File: src/rtl/reg_file_mp_if.sv
//------------------------------------------------------------------------------
// Module   : reg_file_mp_if
// Brief    : Write port, packed read ports and status of the multi-port regfile.
// Revision : 1.0
//------------------------------------------------------------------------------
`default_nettype none

interface reg_file_mp_if #(
   parameter int DATA_WIDTH   = 8,
   parameter int ADDR_WIDTH   = 6,
   parameter int NUM_RD_PORTS = 2
);
   logic                               wr_en;
   logic [ADDR_WIDTH-1:0]              wr_addr;
   logic [DATA_WIDTH-1:0]              wr_data;
   logic                               wr_ready;
   logic [NUM_RD_PORTS*ADDR_WIDTH-1:0] rd_addr;
   logic [NUM_RD_PORTS*DATA_WIDTH-1:0] rd_data;
   logic                               busy;

   modport master (
      output wr_en, wr_addr, wr_data, rd_addr,
      input  wr_ready, rd_data, busy
   );

   modport slave (
      input  wr_en, wr_addr, wr_data, rd_addr,
      output wr_ready, rd_data, busy
   );
endinterface

`default_nettype wire

File: src/rtl/reg_file_mp.sv
//------------------------------------------------------------------------------
// Module   : reg_file_mp
// Brief    : Parametrised multi-read-port register file with hardware clear.
// Revision : 1.0
//------------------------------------------------------------------------------
`default_nettype none

module reg_file_mp #(
   parameter int DATA_WIDTH   = 8,
   parameter int ADDR_WIDTH   = 6,
   parameter int NUM_RD_PORTS = 2,
   parameter int ZERO_REG     = 1,
   parameter int BYPASS       = 1
) (
   input  wire logic     clk,
   input  wire logic     rst,
   reg_file_mp_if.slave  bus
);
   localparam int DEPTH = 2 ** ADDR_WIDTH;
   localparam logic [ADDR_WIDTH:0] c_last_idx = (ADDR_WIDTH + 1)'(DEPTH - 1);

   typedef enum logic [0:0] {
      CLEAR = 1'b0,
      RUN   = 1'b1
   } state_t;

   state_t                  state_q, state_d;
   logic [ADDR_WIDTH:0]     clr_cnt_q, clr_cnt_d;
   logic [DATA_WIDTH-1:0]   mem_q [DEPTH];

   logic                    mem_we;
   logic [ADDR_WIDTH-1:0]   mem_waddr;
   logic [DATA_WIDTH-1:0]   mem_wdata;
   logic                    wr_to_zero;

   assign wr_to_zero = (ZERO_REG != 0) && (bus.wr_addr == '0);

   always_ff @(posedge clk) begin
      if (rst) begin
         state_q   <= CLEAR;
         clr_cnt_q <= '0;
      end else begin
         state_q   <= state_d;
         clr_cnt_q <= clr_cnt_d;
      end
   end

   // The clear sequencer and the external write share the single storage write port.
   always_comb begin
      state_d   = state_q;
      clr_cnt_d = clr_cnt_q;
      mem_we    = 1'b0;
      mem_waddr = bus.wr_addr;
      mem_wdata = bus.wr_data;
      case (state_q)
         CLEAR: begin
            mem_we    = 1'b1;
            mem_waddr = clr_cnt_q[ADDR_WIDTH-1:0];
            mem_wdata = '0;
            clr_cnt_d = clr_cnt_q + 1'b1;
            if (clr_cnt_q == c_last_idx) begin
               state_d = RUN;
            end
         end
         RUN: begin
            mem_we = bus.wr_en && !wr_to_zero;
         end
         default: begin
            state_d = CLEAR;
         end
      endcase
   end

   always_ff @(posedge clk) begin
      if (rst) begin
         mem_q[0] <= '0;
      end else if (mem_we) begin
         mem_q[mem_waddr] <= mem_wdata;
      end
   end

   assign bus.busy     = (state_q != RUN);
   assign bus.wr_ready = (state_q == RUN);

   for (genvar i = 0; i < NUM_RD_PORTS; i++) begin : g_rd
      logic [ADDR_WIDTH-1:0] raddr;
      logic                  hit_zero;
      logic                  hit_byp;

      assign raddr    = bus.rd_addr[i*ADDR_WIDTH +: ADDR_WIDTH];
      assign hit_zero = (ZERO_REG != 0) && (raddr == '0);
      assign hit_byp  = (BYPASS != 0) && (state_q == RUN) && bus.wr_en
                        && (bus.wr_addr == raddr);
      assign bus.rd_data[i*DATA_WIDTH +: DATA_WIDTH] =
         ((state_q != RUN) || hit_zero) ? '0 :
         hit_byp                        ? bus.wr_data :
                                          mem_q[raddr];
   end
endmodule

`default_nettype wire

File: src/flat_wrapper.sv
// flat-port wrapper written by rule: the top's interface ports become plain ports
module reg_file_mp_flat 
#(
   parameter int DATA_WIDTH   = 8,
   parameter int ADDR_WIDTH   = 6,
   parameter int NUM_RD_PORTS = 2,
   parameter int ZERO_REG     = 1,
   parameter int BYPASS       = 1
)
  (clk, rst, bus_wr_en, bus_wr_addr, bus_wr_data, bus_rd_addr, bus_wr_ready, bus_rd_data, bus_busy);
  reg_file_mp_if #(.DATA_WIDTH(DATA_WIDTH), .ADDR_WIDTH(ADDR_WIDTH), .NUM_RD_PORTS(NUM_RD_PORTS)) bus_i ();
  input  wire logic clk;
  input  wire logic rst;
  input wire logic [$bits(bus_i.wr_en)-1:0] bus_wr_en;
  input wire logic [$bits(bus_i.wr_addr)-1:0] bus_wr_addr;
  input wire logic [$bits(bus_i.wr_data)-1:0] bus_wr_data;
  input wire logic [$bits(bus_i.rd_addr)-1:0] bus_rd_addr;
  output wire logic [$bits(bus_i.wr_ready)-1:0] bus_wr_ready;
  output wire logic [$bits(bus_i.rd_data)-1:0] bus_rd_data;
  output wire logic [$bits(bus_i.busy)-1:0] bus_busy;
  assign bus_i.wr_en = bus_wr_en;
  assign bus_i.wr_addr = bus_wr_addr;
  assign bus_i.wr_data = bus_wr_data;
  assign bus_i.rd_addr = bus_rd_addr;
  assign bus_wr_ready = bus_i.wr_ready;
  assign bus_rd_data = bus_i.rd_data;
  assign bus_busy = bus_i.busy;
  reg_file_mp #(.DATA_WIDTH(DATA_WIDTH), .ADDR_WIDTH(ADDR_WIDTH), .NUM_RD_PORTS(NUM_RD_PORTS), .ZERO_REG(ZERO_REG), .BYPASS(BYPASS)) u_core (.clk(clk), .rst(rst), .bus(bus_i));
endmodule
File: config.mk
export PLATFORM = sky130hd
export DESIGN_NAME = reg_file_mp_flat
export DESIGN_NICKNAME = d
export VERILOG_FILES = /design/src/rtl/reg_file_mp_if.sv /design/src/rtl/reg_file_mp.sv /design/src/flat_wrapper.sv
export SDC_FILE = /design/constraint.sdc
export NUM_CORES = 1
export LEC_CHECK = 0
export BUFFER_PORTS_ARGS = -buffer_cell sky130_fd_sc_hd__clkbuf_2
export CAP_MARGIN = 40
export CORE_MARGIN = 3
export CORE_UTILIZATION = 63
export DETAILED_ROUTE_END_ITERATION = 6
export PLACE_DENSITY = 0.82
export SKIP_LAST_GASP = 1
export SLEW_MARGIN = 20
export SYNTH_ARGS = -nofsm -noshare
export SYNTH_HDL_FRONTEND = slang
export SYNTH_SLANG_ARGS = --single-unit
File: constraint.sdc
create_clock -name clk -period 3.65 [get_ports clk]
set_clock_uncertainty 0.05 [all_clocks]
set_input_delay 0.5475 -clock clk [delete_from_list [all_inputs] [get_ports clk]]
set_output_delay 0.5475 -clock clk [all_outputs]
set_load 0.02 [all_outputs]
==> flow_metrics.env <==
export IMPL_area_growth_pct=14.62
export IMPL_route_detailed_drc=2
export IMPL_highest_layer="met5"
export IMPL_rows=72
export IMPL_cts_sinks=520
export IMPL_ant_nets=0
export IMPL_cts_hold_buffers=0
export IMPL_port_buffers=46
export IMPL_met3_wirelength_mm=11.86
export IMPL_r2r_start="u_core.bus.wr_ready"
export IMPL_viasPerCell=7.647
export IMPL_fp_dieH_um=205.3
export IMPL_setup_viol=2
export IMPL_wirelength_mm=76.53
export IMPL_cp_data_arrival_time_ps=3120
export IMPL_reg2regPathDepth=6
export IMPL_hold_start="rst"
export IMPL_grt_pass1_wl_mm=111.3
export IMPL_wl_met2_mm=34.64
export IMPL_cts_repair_resize_count=2
export IMPL_max_freq_mhz=269.0
export IMPL_rsz0062_at_grt="yes"
export IMPL_synth_simple_area_share=0.05578
export IMPL_final_cell_mix="edfxtp_1 (512), mux4_2 (208), buf_4 (158)"
export IMPL_syn_cell_area_um2=25010
export IMPL_p_leak_nw=10.45
export IMPL_timing_final_ws_setup_ps=-67.79
export IMPL_wl_met1_mm=24.89
export IMPL_grt_use_total=0.3685
export IMPL_status="finished with violations"
export IMPL_setup_tns_final_ps=-70.23
export IMPL_synth_top_area_frac=0.6147
export IMPL_placed_cell_area_um2=26920
export IMPL_cts_inserted_buffers=52
export IMPL_worst_setup_path_start_kind="primary input"
export IMPL_syn_inst=1486
export IMPL_final_nets=1688
export IMPL_cts_setup_buffers=0
export IMPL_post_dp_hpwl_mm=52.06
export IMPL_violations="DRC, setup timing"
export IMPL_grt_max_degree=65
export IMPL_powerDensity_nw_per_um2=443.9
export IMPL_synth_mux_area_fraction=0.2405
export IMPL_synth_area_top_cells="edfxtp_1 (61%), mux4_2 (19%), mux2i_1 (4.6%)"
export IMPL_nFillCells=2257
export IMPL_slew_headroom=0.3813
export IMPL_cts_tree="done"
export IMPL_dieArea_um2=42130
export IMPL_yosysUniqueCellTypes=54
export IMPL_avgSynthCellArea_um2=16.83
export IMPL_maxCapViolations=0
export IMPL_cts_buffer_depth=3
export IMPL_period_share=1.019
export IMPL_pin_count=47
export IMPL_avgRoutedWirePerCell_um=34.54
export IMPL_synth_compound_gate_area_share=0.05233
export IMPL_start_util=0.6427
export IMPL_synth_xor_area_frac=0.006303
export IMPL_min_period_ps=3718
export IMPL_antenna_found_initial=3
export IMPL_htreeDepth=2
export IMPL_drt_first_iter_violations=2890
export IMPL_fin_area_um2=28670
export IMPL_root_buffer="clkbuf_16"
export IMPL_place_ws_ps=-128.1
export IMPL_die_width_um=205.3
export IMPL_layout_commonest_cell="edfxtp_1"
export IMPL_tightest_slew_ps=924.6
export IMPL_first_global_vias=16550
export IMPL_ir_worst_vdd_mv=0.4603
export IMPL_cp_startpoint="bus_rd_addr[3]"
export IMPL_first_pass_iters=7
export IMPL_finalHoldViolCount=0
export IMPL_cp_end_kind="output pin"
export IMPL_synth_edf_count=512
export IMPL_cp_required_ps=3050
export IMPL_vias=16950
export IMPL_clk_pin_slew_ps=60
export IMPL_drv_slew=0
export IMPL_grt_overflow=0
export IMPL_cp_max_fo=14
export IMPL_ys_flop_type="edfxtp_1"
export IMPL_synth_seq_cells=520
export IMPL_core_area_um2=38920
export IMPL_hold_depth=2
export IMPL_ys_warn_count=0
export IMPL_syn_nets=1516
export IMPL_gp_congestion=1.055
export IMPL_ys_async_sr_fraction=0
export IMPL_diodes=0
export IMPL_min_path_type="primary input to register"
export IMPL_drive_above_1_share=0.3198
export IMPL_clock_latency_ps=600
export IMPL_crit_type="primary input to output pin"
export IMPL_synth_fa_ha_area_frac=0.0005003
export IMPL_p_total_mw=12.73
export IMPL_synth_top_family_by_area="multiplexers"
export IMPL_ys_seq_area_frac=0.6211
export IMPL_yosysTopAreaCell="edfxtp_1"
-- cell families after synthesis --
| kind of cell | after synthesis |
|---|---|
| xor+xnor | 18 |
| simple gates | 302 |
| flops | 520 |
| compound gates | 189 |
| fa+ha+maj | 1 |
| mux | 339 |
| buf+inv | 117 |
-- state kept, by name, summed over array words and instances (netlist names) --
signal               count
u_core.bus.wr_ready      1
u_core.mem_q           512
u_core.clr_cnt_q         7
-- per-layer routing --
| metal | up-vias | GRT usage |
|---|---|---|
| met5 | - | 0 |
| met4 | 4 | 0.1940 |
| met3 | 365 | 0.1226 |
| met2 | 1674 | 0.5516 |
| met1 | 8384 | 0.4883 |
| li1 | 6518 | - |
-- power breakdown --
part / internal (mW) / switching [mW] / total, mW
registers: 6.48 / 0.0139 / 6.49
clock network: 3.00 / 2.27 / 5.27
logic: 0.404 / 0.555 / 0.959
total: 9.89 / 2.84 / 12.7
-- synth_stat cells (all sizes together) (18+ instances only) --
master and instances:
mux2i 115, and3 30, nor2 117, edfxtp 512, nand2 72, a22oi 36
o21ai 20, clkbuf 50, a21oi 43, o221ai 18, mux4 208, buf 57
-- final timing paths --
path         slack, ps                   to
min                260  u_core.bus.wr_ready
max                -70       bus_rd_data[0]
min reg2reg        510  u_core.clr_cnt_q[6]
max reg2reg        760  u_core.mem_q[51][6]
-- worst max-delay path, stage by stage --
cell	delay, ps
clkbuf_2	150
buf_4	160
buf_4	190
or3b_2	600
o221ai_1	350
a221oi_2	90
a211o_1	450
a31oi_1	270
buf_4	160
clkbuf_2	160
-- layout make-up --
| type | count | area (µm²) | share of cell area |
|---|---|---|---|
| sequential | 520 | 15530 | 0.5419 |
| timing repair buffer | 225 | 1859 | 0.06486 |
| clock buffer | 61 | 1356 | 0.04731 |
| clock inverter | 33 | 292.8 | 0.01021 |
| inverter | 10 | 41.29 | 0.001440 |
| tap | 518 | 648.1 | 0.02261 |
| multi-input combinational | 849 | 8935 | 0.3117 |
-- stage by stage --
step                cells  hold WS (ps)  utilization
finish               2216         263.7       0.7366
global route         2216         286.6       0.7366
CTS                  2209         239.2       0.7341
detailed placement   2115         485.2       0.6916
global placement     2088         446.4       0.6865
floorplan            1486         428.0            -
Note: power is estimated with default switching activity, not from simulation.
